<file path="src/rtl/mc_pkg.sv">
// Shared encodings for the multicycle MIPS controller: FSM states, opcodes,
// datapath mux selects and the control-strobe bundle.
package mc_pkg;

   typedef enum logic [3:0] {
      ST_FETCH     = 4'd0,
      ST_DECODE    = 4'd1,
      ST_MEM_ADDR  = 4'd2,
      ST_MEM_READ  = 4'd3,
      ST_MEM_WB    = 4'd4,
      ST_MEM_WRITE = 4'd5,
      ST_R_EXEC    = 4'd6,
      ST_R_WB      = 4'd7,
      ST_I_EXEC    = 4'd8,
      ST_I_WB      = 4'd9,
      ST_BRANCH    = 4'd10,
      ST_JUMP      = 4'd11
   } state_t;

   localparam logic [5:0] OP_RTYPE = 6'h00;
   localparam logic [5:0] OP_LW    = 6'h23;
   localparam logic [5:0] OP_SW    = 6'h2B;
   localparam logic [5:0] OP_BEQ   = 6'h04;
   localparam logic [5:0] OP_BNE   = 6'h05;
   localparam logic [5:0] OP_ADDI  = 6'h08;
   localparam logic [5:0] OP_J     = 6'h02;

   localparam logic [1:0] ALUOP_ADD   = 2'b00;
   localparam logic [1:0] ALUOP_SUB   = 2'b01;
   localparam logic [1:0] ALUOP_FUNCT = 2'b10;

   localparam logic [1:0] SRCB_REG     = 2'b00;
   localparam logic [1:0] SRCB_FOUR    = 2'b01;
   localparam logic [1:0] SRCB_IMM     = 2'b10;
   localparam logic [1:0] SRCB_IMM_SL2 = 2'b11;

   localparam logic [1:0] PCSRC_ALU    = 2'b00;
   localparam logic [1:0] PCSRC_ALUOUT = 2'b01;
   localparam logic [1:0] PCSRC_JUMP   = 2'b10;

   typedef struct packed {
      logic       pc_write;
      logic       pc_write_cond_eq;
      logic       pc_write_cond_ne;
      logic       i_or_d;
      logic       mem_read;
      logic       mem_write;
      logic       ir_write;
      logic       mem_to_reg;
      logic       reg_dst;
      logic       reg_write;
      logic       alu_src_a;
      logic [1:0] alu_src_b;
      logic [1:0] alu_op;
      logic [1:0] pc_source;
      logic       illegal_op;
   } ctrl_t;

   // True in the final cycle of every legal instruction.
   function automatic logic retires(input state_t s, input logic mem_ready);
      case (s)
         ST_MEM_WB, ST_R_WB, ST_I_WB, ST_BRANCH, ST_JUMP: return 1'b1;
         ST_MEM_WRITE: return mem_ready;
         default: return 1'b0;
      endcase
   endfunction

endpackage

</file>
<file path="src/rtl/mc_out_decode.sv">
// Combinational next-state and control-strobe decode for the multicycle
// controller; the state register lives in the top level.
module mc_out_decode
   import mc_pkg::*;
(
   input  state_t     state,
   input  logic [5:0] opcode,
   input  logic       mem_ready,
   output state_t     next_state,
   output ctrl_t      ctrl
);

   always_comb begin
      ctrl       = '0;
      next_state = state;
      case (state)
         ST_FETCH: begin
            ctrl.mem_read  = 1'b1;
            ctrl.alu_src_b = SRCB_FOUR;
            ctrl.ir_write  = mem_ready;
            ctrl.pc_write  = mem_ready;
            if (mem_ready) next_state = ST_DECODE;
         end
         ST_DECODE: begin
            // Branch target is computed here speculatively into ALUOut.
            ctrl.alu_src_b = SRCB_IMM_SL2;
            case (opcode)
               OP_LW, OP_SW:   next_state = ST_MEM_ADDR;
               OP_RTYPE:       next_state = ST_R_EXEC;
               OP_BEQ, OP_BNE: next_state = ST_BRANCH;
               OP_ADDI:        next_state = ST_I_EXEC;
               OP_J:           next_state = ST_JUMP;
               default: begin
                  ctrl.illegal_op = 1'b1;
                  next_state      = ST_FETCH;
               end
            endcase
         end
         ST_MEM_ADDR: begin
            ctrl.alu_src_a = 1'b1;
            ctrl.alu_src_b = SRCB_IMM;
            next_state     = (opcode == OP_SW) ? ST_MEM_WRITE : ST_MEM_READ;
         end
         ST_MEM_READ: begin
            ctrl.mem_read = 1'b1;
            ctrl.i_or_d   = 1'b1;
            if (mem_ready) next_state = ST_MEM_WB;
         end
         ST_MEM_WB: begin
            ctrl.reg_write  = 1'b1;
            ctrl.mem_to_reg = 1'b1;
            next_state      = ST_FETCH;
         end
         ST_MEM_WRITE: begin
            ctrl.mem_write = 1'b1;
            ctrl.i_or_d    = 1'b1;
            if (mem_ready) next_state = ST_FETCH;
         end
         ST_R_EXEC: begin
            ctrl.alu_src_a = 1'b1;
            ctrl.alu_src_b = SRCB_REG;
            ctrl.alu_op    = ALUOP_FUNCT;
            next_state     = ST_R_WB;
         end
         ST_R_WB: begin
            ctrl.reg_write = 1'b1;
            ctrl.reg_dst   = 1'b1;
            next_state     = ST_FETCH;
         end
         ST_I_EXEC: begin
            ctrl.alu_src_a = 1'b1;
            ctrl.alu_src_b = SRCB_IMM;
            next_state     = ST_I_WB;
         end
         ST_I_WB: begin
            ctrl.reg_write = 1'b1;
            next_state     = ST_FETCH;
         end
         ST_BRANCH: begin
            ctrl.alu_src_a        = 1'b1;
            ctrl.alu_src_b        = SRCB_REG;
            ctrl.alu_op           = ALUOP_SUB;
            ctrl.pc_source        = PCSRC_ALUOUT;
            ctrl.pc_write_cond_eq = (opcode == OP_BEQ);
            ctrl.pc_write_cond_ne = (opcode == OP_BNE);
            next_state            = ST_FETCH;
         end
         ST_JUMP: begin
            ctrl.pc_write  = 1'b1;
            ctrl.pc_source = PCSRC_JUMP;
            next_state     = ST_FETCH;
         end
         default: next_state = ST_FETCH;
      endcase
   end

endmodule

</file>
<file path="src/rtl/multicycle_control.sv">
// Multicycle MIPS control FSM: state register, reset gating of write strobes,
// and optional performance counters (enabled by MULTICYCLE_PERF_EN).
module multicycle_control
   import mc_pkg::*;
(
   input  logic        clock,
   input  logic        reset_n,
   input  logic [5:0]  opcode,
   input  logic        mem_ready,
   output logic        PCWrite,
   output logic        PCWriteCondEq,
   output logic        PCWriteCondNe,
   output logic        IorD,
   output logic        MemRead,
   output logic        MemWrite,
   output logic        IRWrite,
   output logic        MemToReg,
   output logic        RegDst,
   output logic        RegWrite,
   output logic        ALUSrcA,
   output logic [1:0]  ALUSrcB,
   output logic [1:0]  ALUOp,
   output logic [1:0]  PCSource,
   output logic        illegal_op,
   output logic [31:0] cycle_count,
   output logic [31:0] instr_count
);

   state_t state;
   state_t next_state;
   ctrl_t  ctrl;

   always_ff @(posedge clock or negedge reset_n) begin
      if (!reset_n) state <= ST_FETCH;
      else          state <= next_state;
   end

   mc_out_decode u_out_decode (
      .state      (state),
      .opcode     (opcode),
      .mem_ready  (mem_ready),
      .next_state (next_state),
      .ctrl       (ctrl)
   );

   // FETCH strobes follow mem_ready, so they must be masked while reset is held.
   assign PCWrite       = ctrl.pc_write         & reset_n;
   assign PCWriteCondEq = ctrl.pc_write_cond_eq & reset_n;
   assign PCWriteCondNe = ctrl.pc_write_cond_ne & reset_n;
   assign IRWrite       = ctrl.ir_write         & reset_n;
   assign RegWrite      = ctrl.reg_write        & reset_n;
   assign MemWrite      = ctrl.mem_write        & reset_n;
   assign illegal_op    = ctrl.illegal_op       & reset_n;
   assign IorD          = ctrl.i_or_d;
   assign MemRead       = ctrl.mem_read;
   assign MemToReg      = ctrl.mem_to_reg;
   assign RegDst        = ctrl.reg_dst;
   assign ALUSrcA       = ctrl.alu_src_a;
   assign ALUSrcB       = ctrl.alu_src_b;
   assign ALUOp         = ctrl.alu_op;
   assign PCSource      = ctrl.pc_source;

`ifdef MULTICYCLE_PERF_EN
   logic [31:0] cycle_q;
   logic [31:0] instr_q;

   always_ff @(posedge clock or negedge reset_n) begin
      if (!reset_n) begin
         cycle_q <= '0;
         instr_q <= '0;
      end else begin
         cycle_q <= cycle_q + 32'd1;
         if (retires(state, mem_ready)) instr_q <= instr_q + 32'd1;
      end
   end

   assign cycle_count = cycle_q;
   assign instr_count = instr_q;
`else
   assign cycle_count = '0;
   assign instr_count = '0;
`endif

endmodule

</file>
<file path="config.mk">
export PLATFORM = sky130hd
export DESIGN_NAME = multicycle_control
export DESIGN_NICKNAME = d
export VERILOG_FILES = /design/src/rtl/mc_pkg.sv /design/src/rtl/mc_out_decode.sv /design/src/rtl/multicycle_control.sv
export SDC_FILE = /design/constraint.sdc
export NUM_CORES = 1
export LEC_CHECK = 0
export BUFFER_PORTS_ARGS = -buffer_cell sky130_fd_sc_hd__buf_2
export CAP_MARGIN = 10
export CORE_MARGIN = 3
export CORE_UTILIZATION = 38
export CTS_CLUSTER_DIAMETER = 50
export DETAILED_ROUTE_END_ITERATION = 8
export GPL_ROUTABILITY_DRIVEN = 0
export PLACE_DENSITY = 0.9
export SLEW_MARGIN = 20
export SYNTH_ARGS = -nofsm -noshare
export SYNTH_HDL_FRONTEND = slang
export SYNTH_SLANG_ARGS = --single-unit
</file>
<file path="constraint.sdc">
create_clock -name clock -period 1.4 [get_ports clock]
set_input_delay 0 -clock clock [delete_from_list [all_inputs] [get_ports clock]]
set_output_delay 0 -clock clock [all_outputs]
set_load 0.01 [all_outputs]
</file>
# Yosys cells after proc, flatten, opt, wreduce, memory -nomap -nowiden
# Index checks and enable logic that the tools add are counted.
[totals]
register_bits = 4
in_bits = 9
out_inout_bits = 82
[op_classes]
n_eq_ne = 20
mux = 21
n_bitwise = 7
reduce_logical = 11
[op_table]
columns = ["op", "n"]
rows = [
  ["$pmux 4 s7", 1],
  ["$pmux 4 s5", 1],
  ["$eq 4x3->1 const B", 4],
  ["$eq 4x4->1 const B", 4],
  ["$eq 6x3->1 const B", 2],
  ["$eq 6x6->1 const B", 2],
  ["$mux 4", 3],
  ["$mux 1", 10],
  ["$reduce_or 2->1", 5],
  ["$eq 4x2->1 const B", 2],
  ["$pmux 2 s2", 2],
  ["$and 1x1->1", 7],
  ["$reduce_or 7->1", 1],
  ["$eq 6x2->1 const B", 1],
  ["$eq 6x4->1 const B", 1],
  ["$logic_not 6->1", 1],
  ["$ne 2x2->1 const B", 3],
  ["$pmux 2 s3", 1],
  ["$eq 4x1->1 const B", 1],
  ["$logic_not 4->1", 1],
  ["$reduce_or 4->1", 1],
  ["$mux 3", 1],
  ["$reduce_and 3->1", 1],
  ["$reduce_or 3->1", 1],
  ["2 further kinds", 2],
]

# Logic depth before layout (Yosys ltp)
# Gate-level depths: netlist of run 1.
[logic_depth]
word_depth = 5
depth_mapped = 6
depth_no_buf = 4

# By module
# From an unflattened synthesis of run 1, not the netlist that was laid out.
[hier_totals]
cells_unflattened = 149
area_unflattened_um2 = 1091.0
[modules_own_cells]
columns = ["mod", "n_inst", "cells_each", "area_each_um2", "seq_area_each_um2"]
rows = [
  ["multicycle_control", 1, 76, 628.1, 100.1],
  ["mc_out_decode", 1, 73, 462.9, 0.0],
]

# Worst setup path after synthesis of run 1
# OpenSTA, ideal clock, no wires.
[synth_path]
kind = "register to output"
startpoint = "reg state[0]"
endpoint = "out PCWriteCondEq"
arrival_ns = 1.227
required_time_ns = 1.400
setup_slack_ns = 0.173
stages_incl_launch_ff = 6
path_cell_list = "dfrtp_1 > buf_2 > nand2b_1 > nor2_1 > nand4b_1 > nor2_1"
[synth_via]
elab_chain_cells = 3
[synth_lines]
columns = ["item", "line_no", "rtl"]
rows = [
  ["from (decl)", "multicycle_control.sv:29", "state_t state;"],
  ["from (signal assigned)", "multicycle_control.sv:35", "else state <= next_state;"],
  ["$eq 4x4->1", "mc_out_decode.sv:16", "case (state)"],
  ["$mux 2", "mc_out_decode.sv:16", ""],
  ["$and 1x1->1", "multicycle_control.sv:48", "assign PCWriteCondEq = ctrl.pc_write_cond_eq & reset_n;"],
  ["to (decl)", "multicycle_control.sv:11", "output logic PCWriteCondEq,"],
]
# No other way between the ends.

# Worst setup path in the final report of run 1
[layout_path]
startpoint = "reg state[3]"
endpoint = "out IRWrite"
[layout_via]
elab_chain_cells = 3
[layout_lines]
columns = ["item", "line_no", "rtl"]
rows = [
  ["$logic_not 4->1", "mc_out_decode.sv:16", ""],
  ["$mux 1", "mc_out_decode.sv:16", ""],
  ["$and 1x1->1", "multicycle_control.sv:50", "assign IRWrite = ctrl.ir_write & reset_n;"],
  ["to (decl)", "multicycle_control.sv:16", "output logic IRWrite,"],
]
# No other way between the ends.

==> results.cfg, run 1 <==
[power_and_ir_drop]
vdd_drop_max_mv = 0.920
p_comb_frac = 0.791
swShare = 0.463
p_per_area_nw_per_um2 = 1380
leakagePower_nw = 0.694
seqPwrFrac = 0.130
p_int_w = 0.000955
clkPwrFrac = 0.079
p_switching_w = 0.000825

[placement]
place_hpwl_mm = 1.74
pre_cts_ws_ps = 4.33
placedCellCount = 201
io_buffers = 26

[synthesis]
syn_inst = 146
synth_area_per_cell_um2 = 7.17
synthFlopType = dfrtp_1
yosysWarnings = 0
syn_area_um2 = 1050
seq_area_frac_synth = 0.0956
synth_edf_count = 0
ys_ff_latch = 4
synth_cell_types = 35
synth-async-reset-ratio = 1.00

[critical_path]
path_max_fanout = 6
start_kind = flip-flop
arrival_ps = 1470
r2r_end = state[2]
path_cells = buf_4 -> nor2_4 -> nand2_1 -> nor4_2 -> buf_2
crit_slowest_cell = dfrtp_2
crit_type = flip-flop to primary output
required_ps = 1400
rrSetupSlack_ps = -60
endpoint = IRWrite
timing.rr.start = state[1]
crit_path_end_kind = primary output
critPathMaxStageDelay_ps = 450
crit_start = state[3]
r2r_cells = 7

[finish]
finalNonFillerCells = 225
syn_to_final_growth_pct = 23.2
diodes = 0
nFillCells = 258
top_register = state
layout-drive-gt1-share = 0.395
nNetsFinal = 206
largest_reg_flops = 4
reg_top3 = state x4

[sta]
finalHoldViolCount = 0
holdWs_ps = 122
period_share = 1.05
fin_crit_ps = 1470
slew_viol_final = 0
setup_viol = 9
fmax_mhz = 681
finalClockSkew_ps = 0.167
setup_ws_ps = -68.0
rsz0062_at_grt = yes

[flow_run]
drv_cap = 0

[global_route]
grt-ovfl-total = 0
grt_pass1_vias = 806
antenna_found_initial = 0
grt_start_max_net_pins = 11
grt_pass1_wl_mm = 3.59
groute.usage.overall = 0.137

[clock_tree]
numCtsBuffers = 3
insertion_delay_ps = 230
cts_tree = done
clkSinkCount = 4
cts.reportedPaths.clkPinSlew_ps = 30
clockBufferDepth = 2
cts_root_buffer = clkbuf_4
htree_levels = 1

[status]
status = finished, violations left
violations = negative setup slack

[floorplanning]
num_rows = 18
initial_core_util = 0.412
die_h_um = 58.5
fp.coreArea_um2 = 2540
pin_count = 91
fp.dieW_um = 58.5
dieArea_um2 = 3420

[hold_path]
hold_class = input pin to flip-flop

[route]
first_iter_violations = 43
routed_via_density = 4.51
wire_per_inst_um = 12.5
drc_errors = 0
totalWireLength_mm = 2.80
num_vias = 1014
first_pass_iters = 4
postRouteAntennaNets = 0
## synth_stat cells, drive strengths merged, types with 3 or more instances
library cell | instances | area (µm²)
buf | 71 | 518
nor2 | 17 | 63.8
o21ai | 5 | 25.0
dfrtp | 4 | 100
nand2 | 4 | 15.0
nand2b | 4 | 25.0
nor3 | 4 | 20.0
nor3b | 3 | 22.5
nor4 | 3 | 18.8
## stage by stage
step / utilization / power, W / TNS, ps / cell area (µm²)
final: 0.507 / 0.00178 / -380 / 1290
after global routing: 0.507 / 0.00190 / -1150 / 1290
after CTS: 0.456 / 0.00143 / -248 / 1160
after detailed placement: 0.387 / 0.00105 / 0 / 986
after global placement: 0.387 / 0.00103 / 0 / 986
after floorplan: - / 0.000939 / 0 / 1280
## worst min-delay path by stage
stage                   start       end  slack [ps]  cells after the start
global route        opcode[1]  state[2]         130                      3
global placement      reset_n  state[2]        -150                      1
finish              opcode[1]  state[2]         120                      3
detailed placement    reset_n  state[2]        -140                      1
CTS                 opcode[1]  state[2]         110                      3
floorplan             reset_n  state[0]        -300                      0
## critical path, delay by kind of cell, from the launching register on
family	cells	cell delay, ps
simple gates	3	410
flops	1	450
buf+inv	2	370
## power groups by stage
stage	Clock, W	Combinational (W)	Sequential, W
2_1_floorplan	0	0.000771	0.000168
3_3_place_gp	0	0.000780	0.000250
3_5_place_dp	0	0.000797	0.000256
4_1_cts	0.000148	0.00103	0.000252
5_1_grt	0.000156	0.00151	0.000235
6_report	0.000141	0.00141	0.000232
## placed cells by master, fill, tap and decap left out, types with 2 or more instances in the layout
master	Yosys	routed
nand2_1	4	4
nand4_1	2	2
xnor2_1	2	2
clkbuf_4	0	3
o21ai_1	1	2
nor3b_1	3	2
nor2_4	0	2
nand2b_4	0	4
nor4_2	0	2
conb_1	1	64
a21oi_1	2	2
nor2b_1	2	2
dfrtp_2	0	4
dlygate4sd3_1	0	2
inv_1	2	2
nor3_1	4	3
o21ai_0	4	3
a31oi_1	2	2
buf_2	6	26
nor2_2	0	3
nand4b_1	2	2
buf_6	0	6
nor2_1	17	12
buf_4	65	20
## repair_timing
action,CTS,global route
pin swaps,2,7
cloned,0,0
resized for setup,16,20
hold endpoints to repair,5,0
buffers inserted,10,9
setup endpoints to repair,13,18
hold buffers,2,0
## routing by layer
layer / share of wire / up-vias / wire length, µm / GRT usage
li1: - / 461 / - / -
met1: 0.32 / 456 / 899 / 0.164
met2: 0.50 / 84 / 1400 / 0.222
met3: 0.13 / 13 / 366 / 0.0175
met4: 0.049 / 0 / 138 / 0.103
met5: 0 / - / 0 / 0
## logic make-up after synthesis
family | count (synthesis) | synth area share
compound gates | 15 | 0.0956
mux | 2 | 0.0203
simple gates | 49 | 0.266
xor+xnor | 2 | 0.0167
buf+inv | 73 | 0.502
other cells | 1 | 0.00358
flops | 4 | 0.0956
## layout make-up
type	count	area, µm²	area share
Multi-Input combinational cell	132	749	0.581
Timing Repair Buffer	54	368	0.285
Sequential cell	4	105	0.0815
Tap cell	30	37.5	0.0291
Clock buffer	3	22.5	0.0175
Inverter	2	7.51	0.00582
Note: power is estimated with default switching activity, not from simulation.
==> run 2: changes to the inputs <==
--- a/config.mk
+++ b/config.mk
@@ -8,11 +8,11 @@
 export BUFFER_PORTS_ARGS = -buffer_cell sky130_fd_sc_hd__buf_2
 export CAP_MARGIN = 10
 export CORE_MARGIN = 3
-export CORE_UTILIZATION = 38
+export CORE_UTILIZATION = 41
 export CTS_CLUSTER_DIAMETER = 50
 export DETAILED_ROUTE_END_ITERATION = 8
 export GPL_ROUTABILITY_DRIVEN = 0
-export PLACE_DENSITY = 0.9
+export PLACE_DENSITY = 0.95
 export SLEW_MARGIN = 20
 export SYNTH_ARGS = -nofsm -noshare
 export SYNTH_HDL_FRONTEND = slang
==> constraint.sdc (replaced) <==
create_clock -name clock -period 1.78 [get_ports clock]
set_input_delay 0 -clock clock [delete_from_list [all_inputs] [get_ports clock]]
set_output_delay 0 -clock clock [all_outputs]
set_load 0.01 [all_outputs]
==> run 2 against run 1 <==
- worst setup slack better by 200 ps
- via count down 17%
- critical endpoint is now PCWrite
- clock skew up 0.77 ps
- sequential cell count unchanged
- the flow now finishes without violations
==> results.cfg, run 2 (same netlist as run 1, synthesis figures left out) <==
[sta]
setup_viol = 0
setup_ws_ps = 134
fmax_mhz = 607
finalClockSkew_ps = 0.936
fin_crit_ps = 1650
period_share = 0.925
slew_viol_final = 0
finalHoldViolCount = 0
rsz0062_at_grt = no
holdWs_ps = 131
finalSetupTns_ps = 0

[finish]
layout-drive-gt1-share = 0.221
nNetsFinal = 183
layout_common_cells = conb_1, buf_2, nor2_1
diodes = 0
top_register = state
mostFrequentLayoutCell = conb_1
syn_to_final_growth_pct = -4.54
largest_reg_flops = 4
reg_top3 = state x4

[global_route]
grt_pass1_wl_mm = 2.86
groute.usage.overall = 0.112
grt_pass1_vias = 641
antenna_found_initial = 0
grt_start_max_net_pins = 17
grt-ovfl-total = 0

[route]
num_vias = 845
drc_errors = 0
postRouteAntennaNets = 0
wire_per_inst_um = 9.91
routed_via_density = 4.23
first_iter_violations = 10
totalWireLength_mm = 1.98
first_pass_iters = 4

[critical_path]
path_buf_inv = 2
arrival_ps = 1650
path_cells = buf_4 -> nor4_1 -> a31oi_1 -> nor3b_1 -> buf_2
crit_path_end_kind = primary output
critPathMaxStageDelay_ps = 450
crit_type = flip-flop to primary output
start_kind = flip-flop
crit_slowest_cell = dfrtp_1
required_ps = 1780
cp_top_family = simple AND/OR/NAND/NOR gates
path_max_fanout = 12

[placement]
io_buffers = 26
pre_cts_ws_ps = 318
place_hpwl_mm = 1.61

[clock_tree]
clkSinkCount = 4
htree_levels = 1
cts_tree = done
cts_setup_buffers = 0
cts_root_buffer = clkbuf_4
insertion_delay_ps = 230
numCtsBuffers = 3
clockBufferDepth = 2
cts.reportedPaths.clkPinSlew_ps = 30

[power_and_ir_drop]
p_per_area_nw_per_um2 = 923
vdd_drop_max_mv = 0.489
leakagePower_nw = 0.546

[floorplanning]
dieArea_um2 = 3200
num_rows = 17
fp.dieW_um = 56.5
initial_core_util = 0.452
pin_count = 91
die_h_um = 56.5
fp.coreArea_um2 = 2320

[hold_path]
hold_class = input pin to flip-flop

[flow_run]
drv_cap = 0

[status]
status = completed
==> run 2: cell types whose count changed in the layout (fill, tap and decap cells not counted), moves of 3 or more <==
cell	previous run	this run
nand2b_1	0	4
dfrtp_2	4	1
dfrtp_1	0	3
buf_4	20	3
nand2b_4	4	0
buf_6	6	0
nor2_1	12	16
==> run 2: where the power goes <==
| group | switching (W) | total (W) | internal, W |
|---|---|---|---|
| Clock | 0.0000338 | 0.000109 | 0.0000752 |
| Sequential | 0.0000742 | 0.000194 | 0.000119 |
| Combinational | 0.000363 | 0.000620 | 0.000257 |
| Total | 0.000471 | 0.000923 | 0.000452 |
==> run 2: stage by stage <==
step | instance area (µm²) | cells | total power [W] | utilization
finish | 1000 | 200 | 0.000923 | 0.431
global route | 1000 | 200 | 0.00101 | 0.431
CTS | 996 | 200 | 0.000923 | 0.430
detailed placement | 953 | 195 | 0.000804 | 0.411
global placement | 953 | 195 | 0.000792 | 0.411
floorplan | 1280 | 209 | 0.000738 | -
==> run 2: final timing paths <==
check	start	to	slack, ps	depth (start not counted)
max reg2reg	state[1]	state[3]	370	3
max in group asynchronous	reset_n	state[3]	1440	2
min reg2reg	state[3]	state[2]	650	1
min	opcode[2]	state[1]	130	3
min in group asynchronous	reset_n	state[2]	140	2
max	state[1]	PCWrite	130	5
==> run 2: area by class of cell <==
cell class              count  area, µm²
fillers                   260       1320
inverters                   2       7.51
multi-input cells         132        661
well taps                  28       35.0
clock buffers               3       22.5
flip-flops and latches      4        101
repair buffers             31        173
==> run 2: worst reg2reg max path: stages (launching register included) <==
cell      delay [ps]
dfrtp_1          450
buf_4            220
or4b_1           540
o211ai_1         110
==> run 2: repair_timing <==
action                                  4_1_cts  5_1_grt
endpoints found under the hold margin         5        0
hold buffers                                  2        0
gates resized for setup                       0        2
endpoints found under the setup margin        0        3
==> run 2: routing by layer <==
metal	global-route usage	routed length, µm
met3	0.0161	237
met1	0.152	833
met4	0.0712	28
met5	0	0
met2	0.162	883
